**src/rtl/rd_control.sv**
```systemverilog
// rd_control: diagonal-wavefront read sequencer for a bank of row memories
//    feeding a systolic array. Bank i starts reading i cycles after bank 0,
//    each bank reads num_rows consecutive offsets starting at base_addr.
// Ports:
//    i_clk       clock, all state on rising edge
//    i_reset     synchronous active-high reset
//    i_active    start request, honoured only in IDLE
//    i_base_addr first row offset shared by all banks
//    i_num_rows  rows to read per bank (0 finishes immediately)
//    o_rd_en     per-bank read enable
//    o_rd_addr   packed per-bank 8-bit offsets, lane i = [8i+7:8i]
//    o_busy      high during every RUN cycle
//    o_done      one-cycle completion pulse
module rd_control #(
   parameter int width_height = 16,
   localparam int data_width = 8 * width_height
) (
   input  logic                    i_clk,
   input  logic                    i_reset,
   input  logic                    i_active,
   input  logic [7:0]              i_base_addr,
   input  logic [7:0]              i_num_rows,
   output logic [width_height-1:0] o_rd_en,
   output logic [data_width-1:0]   o_rd_addr,
   output logic                    o_busy,
   output logic                    o_done
);
   // step counter must reach num_rows + width_height - 2 without overflow
   localparam int tw = $clog2(256 + width_height) + 1;
   typedef enum logic [1:0] {IDLE, RUN, FIN} state_t;
   state_t                  r_state, w_state_n;
   logic [tw-1:0]           r_t, w_t_n;
   logic [7:0]              r_base, w_base_n;
   logic [7:0]              r_len, w_len_n;
   logic [width_height-1:0] r_rd_en, w_en_n;
   logic [data_width-1:0]   r_rd_addr, w_addr_n;
   logic                    r_busy, r_done;
   always_comb begin
      w_state_n = r_state;
      w_t_n     = r_t;
      w_base_n  = r_base;
      w_len_n   = r_len;
      case (r_state)
         IDLE: if (i_active) begin
            w_base_n  = i_base_addr;
            w_len_n   = i_num_rows;
            w_t_n     = '0;
            w_state_n = (i_num_rows == 8'd0) ? FIN : RUN;
         end
         RUN: begin
            // last step is t = L + width_height - 2
            if (r_t + tw'(1) == tw'(r_len) + tw'(width_height - 1)) w_state_n = FIN;
            else w_t_n = r_t + tw'(1);
         end
         default: begin
            w_state_n = IDLE;
            w_t_n     = '0;
         end
      endcase
   end
   // outputs are computed from the next state so they land in flops
   // aligned with the cycle they describe
   always_comb begin
      w_en_n   = '0;
      w_addr_n = '0;
      for (int i = 0; i < width_height; i++) begin
         if (w_state_n == RUN && w_t_n >= tw'(i) && w_t_n < tw'(i) + tw'(w_len_n)) begin
            w_en_n[i]           = 1'b1;
            w_addr_n[8*i +: 8]  = w_base_n + w_t_n[7:0] - 8'(i);
         end
      end
   end
   always_ff @(posedge i_clk) begin
      if (i_reset) begin
         r_state   <= IDLE;
         r_t       <= '0;
         r_base    <= '0;
         r_len     <= '0;
         r_rd_en   <= '0;
         r_rd_addr <= '0;
         r_busy    <= 1'b0;
         r_done    <= 1'b0;
      end else begin
         r_state   <= w_state_n;
         r_t       <= w_t_n;
         r_base    <= w_base_n;
         r_len     <= w_len_n;
         r_rd_en   <= w_en_n;
         r_rd_addr <= w_addr_n;
         r_busy    <= (w_state_n == RUN);
         r_done    <= (w_state_n == FIN);
      end
   end
   assign o_rd_en   = r_rd_en;
   assign o_rd_addr = r_rd_addr;
   assign o_busy    = r_busy;
   assign o_done    = r_done;
endmodule
```
**config.mk**
```make
export PLATFORM = sky130hd
export DESIGN_NAME = rd_control
export DESIGN_NICKNAME = d
export VERILOG_FILES = /design/src/rtl/rd_control.sv
export SDC_FILE = /design/constraint.sdc
export NUM_CORES = 1
export LEC_CHECK = 0
export ABC_AREA = 1
export CORE_MARGIN = 2
export CORE_UTILIZATION = 39
export DETAILED_ROUTE_END_ITERATION = 8
export PLACE_DENSITY = 0.75
export SYNTH_ARGS = -nofsm -noshare
export SYNTH_HDL_FRONTEND = slang
export SYNTH_SLANG_ARGS = --single-unit
export TNS_END_PERCENT = 5
```
**constraint.sdc**
```tcl
create_clock -name i_clk -period 4.25 [get_ports i_clk]
set_clock_uncertainty 0.05 [all_clocks]
set_input_delay 0.85 -clock i_clk [delete_from_list [all_inputs] [get_ports i_clk]]
set_output_delay 0.85 -clock i_clk [all_outputs]
set_load 0.01 [all_outputs]
```
==> results.md <==
- Final Hold Fails: 0
- Share of the synthesized area in the top cell type: 0.295
- Total power: between 5 and 6 mW
- Worst Setup Start Kind: flop
- Largest net degree at the start of global routing: 30
- Lkg Pwr: 8.03 nW
- Worst path required time: ~4.5 ns
- Clk sinks: roughly 170
- Final Instance Count excl. Fillers: 2416
- Largest cells by area after synthesis: dfxtp_1, ha_1, nand2_1
- Most used cell, CP: inv_1
- Initial Util: 0.397
- Clk pin slew, worst setup/hold paths: 0.07 ns
- Placer congestion estimate: about 1
- Worst R2R Path Depth: 26
- RR Endpoint: o_rd_addr[77]$_SDFF_PP0_
- Primary FF master, synth: dfxtp_1
- Slew @ Worst Pin: 0.686 ns
- Die width: 178 µm
- Sequential area share after synthesis: 0.295
- Period minus WS final: about 4.2 ns
- Hold wc startpoint: r_t[8]$_SDFF_PP0_
- Initial drt markers: 973
- Routed Antenna Nets: 0
- WL per Instance: 16.9 µm
- Area grow syn2layout: 38.0%
- Crit. End Element: flop
- Reg-to-reg slack, setup: 0.09 ns
- Critical path peak fanout: 7
- Max_cap viols: 0
- Overflow after GRT: 0
- H-tree depth: 4
- Io pins: 165
- Initial antenna violation count: 0
- Num CTS Buffers: 17
- Share of flip-flops with an asynchronous set or reset: 0
- Dpl hpwl: just over 30000 µm
- PortBufs: around 160
- Achievable Freq: around 240 MHz
- Drt total wl: about 40000 µm
- Syn Nets: 1810
- Leading area contributor after synthesis: dfxtp_1
- Global-route wire length before repair: between 60000 and 70000 µm
- Yosys Warn Count: 0
- CTS tree: built
- Hold Crit Class: flop to flop
- PwrDens: around 330 nW/µm²
- Top delay family on crit path: simple AND/OR/NAND/NOR gates
- Final hold slack: 0.519 ns
- Syn Inst Count: around 1700
- EDFF count, synth: 0
- Endpoints failing setup: 0
- Crit Path Category: flop to flop
- Largest stage delay on the critical path: 0.41 ns
- Crit path DAT: ~4.4 ns
- Longest Clk Path Bufs: 2
- Yosys reg bits: approximately 170
- Gr usage total: 0.251
- Post-Syn Area: ~12000 µm²
- Root buffer cell: clkbuf_16
- Vias in the first global route: roughly 12000
- Routed vias: 12400
- Max IR drop VDD: between 0.15 and 0.2 mV
- Share of layout cells above drive strength 1: 0.190
- Routed vias/inst: 5.14
- NumNets Final: 2159
- RSZ-0062 raised after global routing: true
- First drt pass iteration count: 6
- N_diodes: 0
- Fin Setup TNS: 0 ns
- Outcome: finished clean
- Die area: roughly 32000 µm²
- Clk_lat worst skew: 0.45 ns
- Library cells used by synthesis: 47
- Slew Viols, Final: 0
- Avg Inst Size Synth: 7.09 µm²
- WP buf/inv: 6
- Placed cell count: about 2400
- Worst Hold Depth: 2
- Slowest library cell on the worst path: fa_2
- Hold EP: r_t[8]$_SDFF_PP0_
- Rows: 63
- DRC viols: 0
- Slew headroom: 0.542
- RR Startpoint: r_t[0]$_SDFF_PP0_
- Part of the cycle the worst path needs: 0.979
- Die Height: ~180 µm
- Core Region: about 30000 µm²
[through the flow]
stage	worst slack, ns	utilization	area (µm²)
after floorplan	-0.00386	-	11800
after global placement	-0.340	0.514	15300
after detailed placement	-0.408	0.514	15300
after CTS	0.00510	0.535	15900
after global routing	-0.0684	0.548	16300
final	0.0872	0.548	16300
[Yosys cell counts, types with 2 or more instances]
| library cell | n |
|---|---|
| a21o_1 | 7 |
| a21oi_1 | 86 |
| buf_1 | 3 |
| buf_2 | 10 |
| buf_4 | 2 |
| buf_6 | 8 |
| clkbuf_1 | 18 |
| clkinv_1 | 4 |
| dfxtp_1 | 174 |
| ha_1 | 126 |
| inv_1 | 239 |
| inv_2 | 11 |
| nand2_1 | 335 |
| nand2_2 | 20 |
| nand2_4 | 2 |
| nand3_1 | 101 |
| nand3_2 | 4 |
| nand3b_1 | 8 |
| nand4_1 | 25 |
| nand4_2 | 17 |
| nor2_1 | 203 |
| nor2_2 | 5 |
| nor2_4 | 7 |
| nor3_1 | 30 |
| nor4_1 | 3 |
| o211ai_1 | 16 |
| o21ai_0 | 36 |
| o21ai_1 | 17 |
| o21ai_2 | 4 |
| o21bai_1 | 26 |
| or2_2 | 14 |
| xnor2_1 | 32 |
| xor2_1 | 57 |
[tightest hold or removal path, delay by kind of cell (launching register included)]
kind / cells / cell delay [ns]
AO/OA/AOI/OAI: 1 / 0.07
flip-flops: 1 / 0.34
AND/OR/NAND/NOR: 1 / 0.11
[report_power, final]
group,switching [mW],total [mW],internal [mW]
logic,1.30,2.21,0.909
clock network,0.722,1.50,0.774
registers,0.0193,1.69,1.67
[area by class of cell]
| cell class | count | area, µm² |
|---|---|---|
| clock buffers | 19 | 433 |
| clock inverters | 13 | 121 |
| fillers | 2664 | 13400 |
| inverters | 254 | 960 |
| multi-input cells | 1195 | 7400 |
| flip-flops and latches | 174 | 3490 |
| well taps | 390 | 488 |
| repair buffers | 371 | 3380 |
[repair_timing]
action                                  in CTS  in global routing
hold buffers                                 0                  0
buffers inserted                             3                 14
cloned                                       0                  2
endpoints found under the setup margin      37                121
pin swaps                                    3                 13
resized for setup                           11                 73
[registers in the layout, indices dropped and copies added (netlist names)]
register,flops
o_rd_addr,128
o_rd_en,16
r_t,10
r_base,8
r_len,8
r_state,2
o_busy,1
o_done,1
[how the worst max path moves through the flow]
stage | from | endpoint | slack (ns) | depth (start not counted)
floorplan | i_active | o_rd_addr[92]$_SDFF_PP0_ | -0.004 | 21
global placement | i_active | o_rd_addr[92]$_SDFF_PP0_ | -0.34 | 22
detailed placement | i_active | o_rd_addr[95]$_SDFF_PP0_ | -0.41 | 22
CTS | r_len[1]$_SDFF_PP0_ | o_rd_addr[94]$_SDFF_PP0_ | 0.005 | 28
global route | r_t[0]$_SDFF_PP0_ | o_rd_addr[125]$_SDFF_PP0_ | -0.07 | 26
finish | r_t[0]$_SDFF_PP0_ | o_rd_addr[77]$_SDFF_PP0_ | 0.09 | 26
[logic make-up (layout without fill, tap and decap cells)]
logic type / after synthesis / count (layout) / synth area share
simple gates: 780 / 781 / 0.304
mux: 2 / 2 / 0.00180
buf+inv: 296 / 657 / 0.101
xor+xnor: 89 / 89 / 0.0661
compound gates: 196 / 196 / 0.0959
fa+ha+maj: 127 / 127 / 0.135
flops: 174 / 174 / 0.295
[per-layer routing]
layer	track usage	vias to the layer above	share of wire
met5	0	-	0
met4	0.0994	0	0.034
met3	0.0403	97	0.070
met2	0.430	523	0.48
met1	0.314	5785	0.42
li1	-	6020	-
[placed cells by master, fill, tap and decap left out, types with 8 or more instances in the layout]
| master | n |
|---|---|
| nand2_1 | 329 |
| inv_1 | 232 |
| a21oi_1 | 77 |
| clkdlybuf4s50_1 | 164 |
| nor2_1 | 195 |
| nand2_2 | 20 |
| ha_1 | 120 |
| buf_12 | 12 |
| nor2_2 | 10 |
| nor2_4 | 10 |
| dfxtp_1 | 168 |
| o21ai_0 | 31 |
| nand3_1 | 98 |
| or2_2 | 14 |
| o211ai_1 | 16 |
| o21bai_1 | 26 |
| xor2_1 | 56 |
| clkbuf_16 | 18 |
| a21oi_2 | 10 |
| nor3_1 | 26 |
| inv_2 | 16 |
| nand4_2 | 14 |
| xnor2_1 | 31 |
| buf_4 | 190 |
| o21ai_1 | 20 |
| nand2_4 | 9 |
| nand4_1 | 25 |
| nand3b_1 | 8 |
(Power assumes the default switching activity.)
